### src/rtl/serial_tx.sv
// serial_tx: LSB-first serializer framing each word with a start bit and a stop bit.
// Define SERIAL_TX_PARITY_EN to insert an even-parity bit between data and stop.
module serial_tx #(
  parameter int DATA_W       = 8,
  parameter int CLKS_PER_BIT = 4
) (
  input  logic              clk,
  input  logic              rstn,
  input  logic [DATA_W-1:0] tx_data,
  input  logic              tx_valid,
  output logic              tx_ready,
  output logic              q,
  output logic              busy,
  output logic              done
);
  localparam int CW = $clog2(CLKS_PER_BIT + 1);
  localparam int BW = DATA_W > 1 ? $clog2(DATA_W) : 1;
  localparam logic [CW-1:0] RELOAD = CW'(CLKS_PER_BIT - 1);
  localparam logic [BW-1:0] LAST = BW'(DATA_W - 1);
  typedef enum logic [2:0] {IDLE, START, DATA, PARITY, STOP} state_t;
  state_t state_q;
  logic [CW-1:0] cnt_q;
  logic [BW-1:0] bit_q;
  logic [DATA_W-1:0] sh_q, sh_d;
  logic q_q, ready_q, busy_q, done_q;
  logic tick;
`ifdef SERIAL_TX_PARITY_EN
  logic par_q;
`endif
  assign tick = cnt_q == '0;
  assign sh_d = sh_q >> 1;
  assign tx_ready = ready_q;
  assign q = q_q;
  assign busy = busy_q;
  assign done = done_q;
  always_ff @(posedge clk) begin
    if (!rstn) begin
      state_q <= IDLE;
      cnt_q   <= '0;
      bit_q   <= '0;
      sh_q    <= '0;
      q_q     <= 1'b1;
      ready_q <= 1'b1;
      busy_q  <= 1'b0;
      done_q  <= 1'b0;
`ifdef SERIAL_TX_PARITY_EN
      par_q   <= 1'b0;
`endif
    end else begin
      done_q <= 1'b0;
      // tick marks the last cycle of the current bit; the counter reloads there
      cnt_q  <= tick ? RELOAD : cnt_q - 1'b1;
      case (state_q)
        IDLE: if (tx_valid && ready_q) begin
          state_q <= START;
          sh_q    <= tx_data;
          cnt_q   <= RELOAD;
          bit_q   <= '0;
          q_q     <= 1'b0;
          ready_q <= 1'b0;
          busy_q  <= 1'b1;
`ifdef SERIAL_TX_PARITY_EN
          par_q   <= ^tx_data;
`endif
        end
        START: if (tick) begin
          state_q <= DATA;
          q_q     <= sh_q[0];
        end
        DATA: if (tick) begin
          if (bit_q == LAST) begin
`ifdef SERIAL_TX_PARITY_EN
            state_q <= PARITY;
            q_q     <= par_q;
`else
            state_q <= STOP;
            q_q     <= 1'b1;
`endif
          end else begin
            bit_q <= bit_q + 1'b1;
            sh_q  <= sh_d;
            q_q   <= sh_d[0];
          end
        end
`ifdef SERIAL_TX_PARITY_EN
        PARITY: if (tick) begin
          state_q <= STOP;
          q_q     <= 1'b1;
        end
`endif
        STOP: if (tick) begin
          state_q <= IDLE;
          ready_q <= 1'b1;
          busy_q  <= 1'b0;
          done_q  <= 1'b1;
        end
        default: state_q <= IDLE;
      endcase
    end
  end
endmodule
### config.mk
export PLATFORM = sky130hd
export DESIGN_NAME = serial_tx
export DESIGN_NICKNAME = d
export VERILOG_FILES = /design/src/rtl/serial_tx.sv
export SDC_FILE = /design/constraint.sdc
export NUM_CORES = 1
export LEC_CHECK = 0
export BUFFER_PORTS_ARGS = -buffer_cell sky130_fd_sc_hd__buf_4
export CAP_MARGIN = 20
export CORE_UTILIZATION = 58
export CTS_CLUSTER_SIZE = 14
export DETAILED_ROUTE_END_ITERATION = 8
export PLACE_DENSITY = 0.85
export SETUP_SLACK_MARGIN = 0.5
export SKIP_CTS_REPAIR_TIMING = 1
export SYNTH_ARGS = -nofsm -noshare
export SYNTH_HDL_FRONTEND = slang
export SYNTH_SLANG_ARGS = --single-unit
### constraint.sdc
create_clock -name clk -period 4.2 [get_ports clk]
set_input_delay 1.05 -clock clk [delete_from_list [all_inputs] [get_ports clk]]
set_output_delay 1.05 -clock clk [all_outputs]
set_load 0.005 [all_outputs]
# Word-level counts from Yosys, hierarchy flattened
# Index checks and enable logic that the tools add are counted.
dict set report op_classes {
  n_addsub 2
  n_eq_ne 10
  muxes 28
  n_reduce_logical 11
}
# operator n
set ops {}
lappend ops {{3-bit two-way mux} 11}
lappend ops {{8-bit two-way mux} 3}
lappend ops {{8-bit case mux with 2 select lines} 1}
lappend ops {{2-bit inequality test (second input constant)} 6}
lappend ops {{3-bit case mux with 4 select lines} 1}
lappend ops {{1-bit two-way mux} 8}
lappend ops {{4-bit AND reduction} 2}
lappend ops {{3-bit equality test (second input constant)} 2}
lappend ops {{3-bit logical NOT} 2}
lappend ops {{3-bit case mux with 2 select lines} 1}
lappend ops {{5-bit AND reduction} 1}
lappend ops {{1-bit case mux with 2 select lines} 2}
lappend ops {{2-bit nonzero test} 2}
lappend ops {{3-bit by 1-bit adder with 3-bit output (second input constant)} 1}
lappend ops {{3-bit by 1-bit equality test with 1-bit output (second input constant)} 1}
lappend ops {{3-bit by 2-bit equality test with 1-bit output (second input constant)} 1}
lappend ops {{1-bit case mux with 3 select lines} 1}
lappend ops {{3-bit AND reduction} 1}
lappend ops {{3-bit nonzero test} 1}
lappend ops {{3-bit by 1-bit subtractor with 3-bit output (second input constant)} 1}
lappend ops {{2-bit AND reduction} 1}
lappend ops {{1-bit logical AND} 1}
dict set report word_totals {
  regBits 21
  in_bits 11
  out_inout_bits 4
}

# Depth between registers and ports, before layout
dict set report logic_depth {
  ltp_word 4
  mapped_depth 6
}

# Worst setup path after synthesis
# Ideal clock, no wire load.
dict set report synth_path {
  path_type {input port to flip-flop}
  from {in tx_valid}
  to {reg bit_q[0]}
  t_arrival_ns 1.771
  t_required_ns 4.079
  setup_slack_ns 2.308
  stages 4
  path_cell_list {nand3b_4 a221oi_4 buf_8 o22ai_1}
}
dict set report synth_between {
  elab_chain_cells 3
}
# item line_no
set synth_rtl {}
lappend synth_rtl {{from (decl)} 10} ;# input logic tx_valid,
lappend synth_rtl {{1-bit logical AND} 54} ;# IDLE: if (tx_valid && ready_q) begin
lappend synth_rtl {{2-bit inequality test (no source line)} n/a}
lappend synth_rtl {{4-bit AND reduction (no source line)} n/a}
lappend synth_rtl {{to (signal assigned)} 80} ;# bit_q <= bit_q + 1'b1;
lappend synth_rtl {{to (decl)} 23} ;# logic [BW-1:0] bit_q;
# No other way between the ends.
# A chain may end at the register's enable or synchronous reset.

# Final worst setup path
dict set report layout_path {
  from {reg bit_q[0]}
  to {reg sh_q[0]}
}
dict set report layout_between {
  elab_chain_cells 3
}
# item line_no
set layout_rtl {}
lappend layout_rtl {{3-bit equality test} 71} ;# if (bit_q == LAST) begin
lappend layout_rtl {{2-bit inequality test (no source line)} n/a}
lappend layout_rtl {{4-bit AND reduction (no source line)} n/a}
lappend layout_rtl {{to (signal assigned)} 56} ;# sh_q <= tx_data;
lappend layout_rtl {{to (decl)} 24} ;# logic [DATA_W-1:0] sh_q, sh_d;
# No other way between the ends.

==> results.md <==
- Status: finished, final reports clean
- RSZ-0062 raised after global routing: no
- Worst Hold Launch: cnt_q[0]$_SDFF_PN0_
- Clk slew on worst S/H paths: 120 ps
- DR pass1 iterations: 4
- Leakage: 0.461 nW
- Critical Path RT: 4430 ps
- Crit path kind: reg -> reg
- Share of the synthesized area in the top cell type: 39.0%
- Total power: 457 uW
- Final clock skew: 7.92 ps
- Gr usage total: 20.2%
- Endpoints failing hold: 0
- Hpwl dp: 1.36 mm
- Synth cell types: 34
- Min Tclk post-route: 2140 ps
- #FFs+latches synth: 21
- Sw Ratio: 30.9%
- Avg WL per Cell: 12.2 um
- DP Cell Count: 145
- Mapped Area: 1080 sq um
- Pre-CTS setup slack: 1840 ps
- Worst vdd ir: 0.000257 V
- Number of enable flip-flop cells after synthesis: 0
- Top cells by area, synth: dfxtp_1 (39%), mux2i_1 (8.4%), a21oi_2 (5.7%)
- Initial antenna violation count: 0
- Synth Warn #: 0
- Final wirelength: 1.82 mm
- Synth cell count leaders: dfxtp_1 (21), mux2i_1 (9), nand2_1 (9), nor2_1 (8)
- Vias in the first global route: 710
- I/O pin count: 15
- Critical Path Sink Type: flop
- Post-synthesis instance total: 112
- Worst setup margin: 2060 ps
- Die height: 45.1 um
- Reg2Reg Capture Point: sh_q[0]$_SDFFE_PN0P_
- Reg-to-reg startpoint: bit_q[0]$_SDFFE_PN0P_
- FFs w/ async S/R, synth: 0%
- Initial core utilization: 62.4%
- Root Buffer: clkbuf_4
- Crit path DAT: 2370 ps
- Final setup vio count: 0
- Share of total power in the clock network: 20.7%
- Clock sink count: 21
- Layout cell share with drive strength beyond 1: 24.2%
- Startpoint types: flop
- Port Buffer Count: 14
- Pins Over Slew Limit: 0
- Reg power frac: 53.6%
- Comb power frac: 25.7%
- Antenna cells: 0
- Vias per cell: 5.42
- P&R area growth vs syn: 10.5%
- Clk_lat worst skew: 300 ps
- Worst-Margin Slew: 860 ps
- First-pass GRT wire length: 3.01 mm
- Vias: 807
- Setup slack, reg-to-reg: 2060 ps
- Crit share post-route: 50.9%
- Longest Clk Path Bufs: 2
- Most common cell in the netlist: dfxtp_1
- P per Cell Area: 384 nW/um^2
- Net switching power: 142 uW
- Final cell count without fillers: 149
- Int Pwr: 316 uW
- Die Wd: 45.1 um
- GRT overflow: 0
- Total negative slack: 0 ps
- Site row count: 15
- Util after Layout: 68.9%
- Crit Path Max Fanout: 18
- DRC Markers: 0
- Yosys top cell by area: dfxtp_1
- Ys flop type: dfxtp_1
- Fin area: 1190 sq um
- Nets@finish: 140
- Worst Setup EP: sh_q[0]$_SDFFE_PN0P_
- CTS tree: yes
- Critical Path Source: bit_q[0]$_SDFFE_PN0P_
- Hold Worst Slack: 449 ps
- Placed Area: 1160 sq um
- Routability Congestion: 0.839
- Seq/Total Area, Yosys: 39.0%
- Highest Clock Rate: 468 MHz
- Maxcap violations: 0
- Tightest Hold Check Type: reg -> reg
- Layout filler cell count: 150
- Detail Route Antenna Nets: 0
- Core footprint: 1730 sq um
- H-tree levels: 1
- Reg2reg path depth: 6
- Total die area: 2030 sq um
- Post-synth net total: 127
- Synthesized area per cell: 9.62 sq um
- Slew headroom: 42.6%
- Largest net degree at the start of global routing: 26
- Iter 0 DRT Violations: 7
- CTS Buf Count: 3
worst min path at each step:
stage | endpoint | cells past startpoint
final | cnt_q[0]$_SDFF_PN0_ | 1
after global routing | cnt_q[0]$_SDFF_PN0_ | 1
after CTS | cnt_q[0]$_SDFF_PN0_ | 1
after detailed placement | cnt_q[0]$_SDFF_PN0_ | 1
after global placement | cnt_q[0]$_SDFF_PN0_ | 1
after floorplan | cnt_q[0]$_SDFF_PN0_ | 1
layer usage:
layer	up-vias	routed length (um)	track usage, %
met2	12	912	31.6
met4	0	21	7.27
met1	373	839	26.9
li1	418	-	-
met3	4	45	4.80
met5	-	0	0
area by class of cell:
type	instances	area (sq um)	share of cell area (%)
tap	25	31.3	2.63
timing repair buffer	14	105	8.83
inverter	3	13.8	1.16
clock buffer	4	26.3	2.21
multi-input combinational	82	593	49.8
sequential	21	420	35.3
power by group through the flow:
stage	clock network (mW)	registers (mW)	logic (mW)
2_1_floorplan	0	0.240	0.103
3_3_place_gp	0	0.248	0.113
3_5_place_dp	0	0.249	0.119
4_1_cts	0.0982	0.245	0.119
5_1_grt	0.111	0.248	0.131
6_report	0.0949	0.245	0.117
registers in the layout, summed over array words and instances, names as in the netlist:
register and count:
done 1, tx_ready 1, busy 1, sh_q 8, bit_q 3, cnt_q 3, q 1, state_q 3
cells by family after synthesis:
logic type | Yosys count | share of synthesized area [%]
fa+ha+maj | 4 | 4.65
flops | 21 | 39.0
compound gates | 30 | 20.3
buf+inv | 9 | 5.92
simple gates | 37 | 19.9
xor+xnor | 1 | 0.813
mux | 10 | 9.41
worst max-delay path: stages, from the launching register on:
cell and delay [ps]:
dfxtp_1 340, ha_1 200, ha_1 230, or2b_1 270, a221oi_4 740, o21ai_1 170, a21oi_2 140
cells in the final DEF, fill, tap and decap left out:
cell type,Yosys,layout
mux2_2,1,1
inv_4,1,1
clkbuf_1,2,1
a21oi_2,7,7
nor2_1,8,8
and2_1,2,2
nor4_1,1,1
xor2_1,1,1
mux2i_1,9,9
o211a_1,1,1
a21oi_1,4,4
o311ai_0,1,1
and3_1,2,2
buf_4,0,14
a21boi_0,2,2
clkbuf_4,0,3
nor3_4,1,1
or2b_1,1,1
nor2b_1,2,2
o31ai_1,1,1
ha_1,4,4
o21ai_0,2,2
a221oi_4,1,1
nand2_1,9,9
nand2b_1,4,4
nand3b_4,1,1
dfxtp_1,21,21
o22ai_1,4,4
nand3_1,4,4
inv_1,2,2
nor4b_1,1,1
o21ai_1,7,7
or2_4,1,1
(Power assumes the default switching activity.)
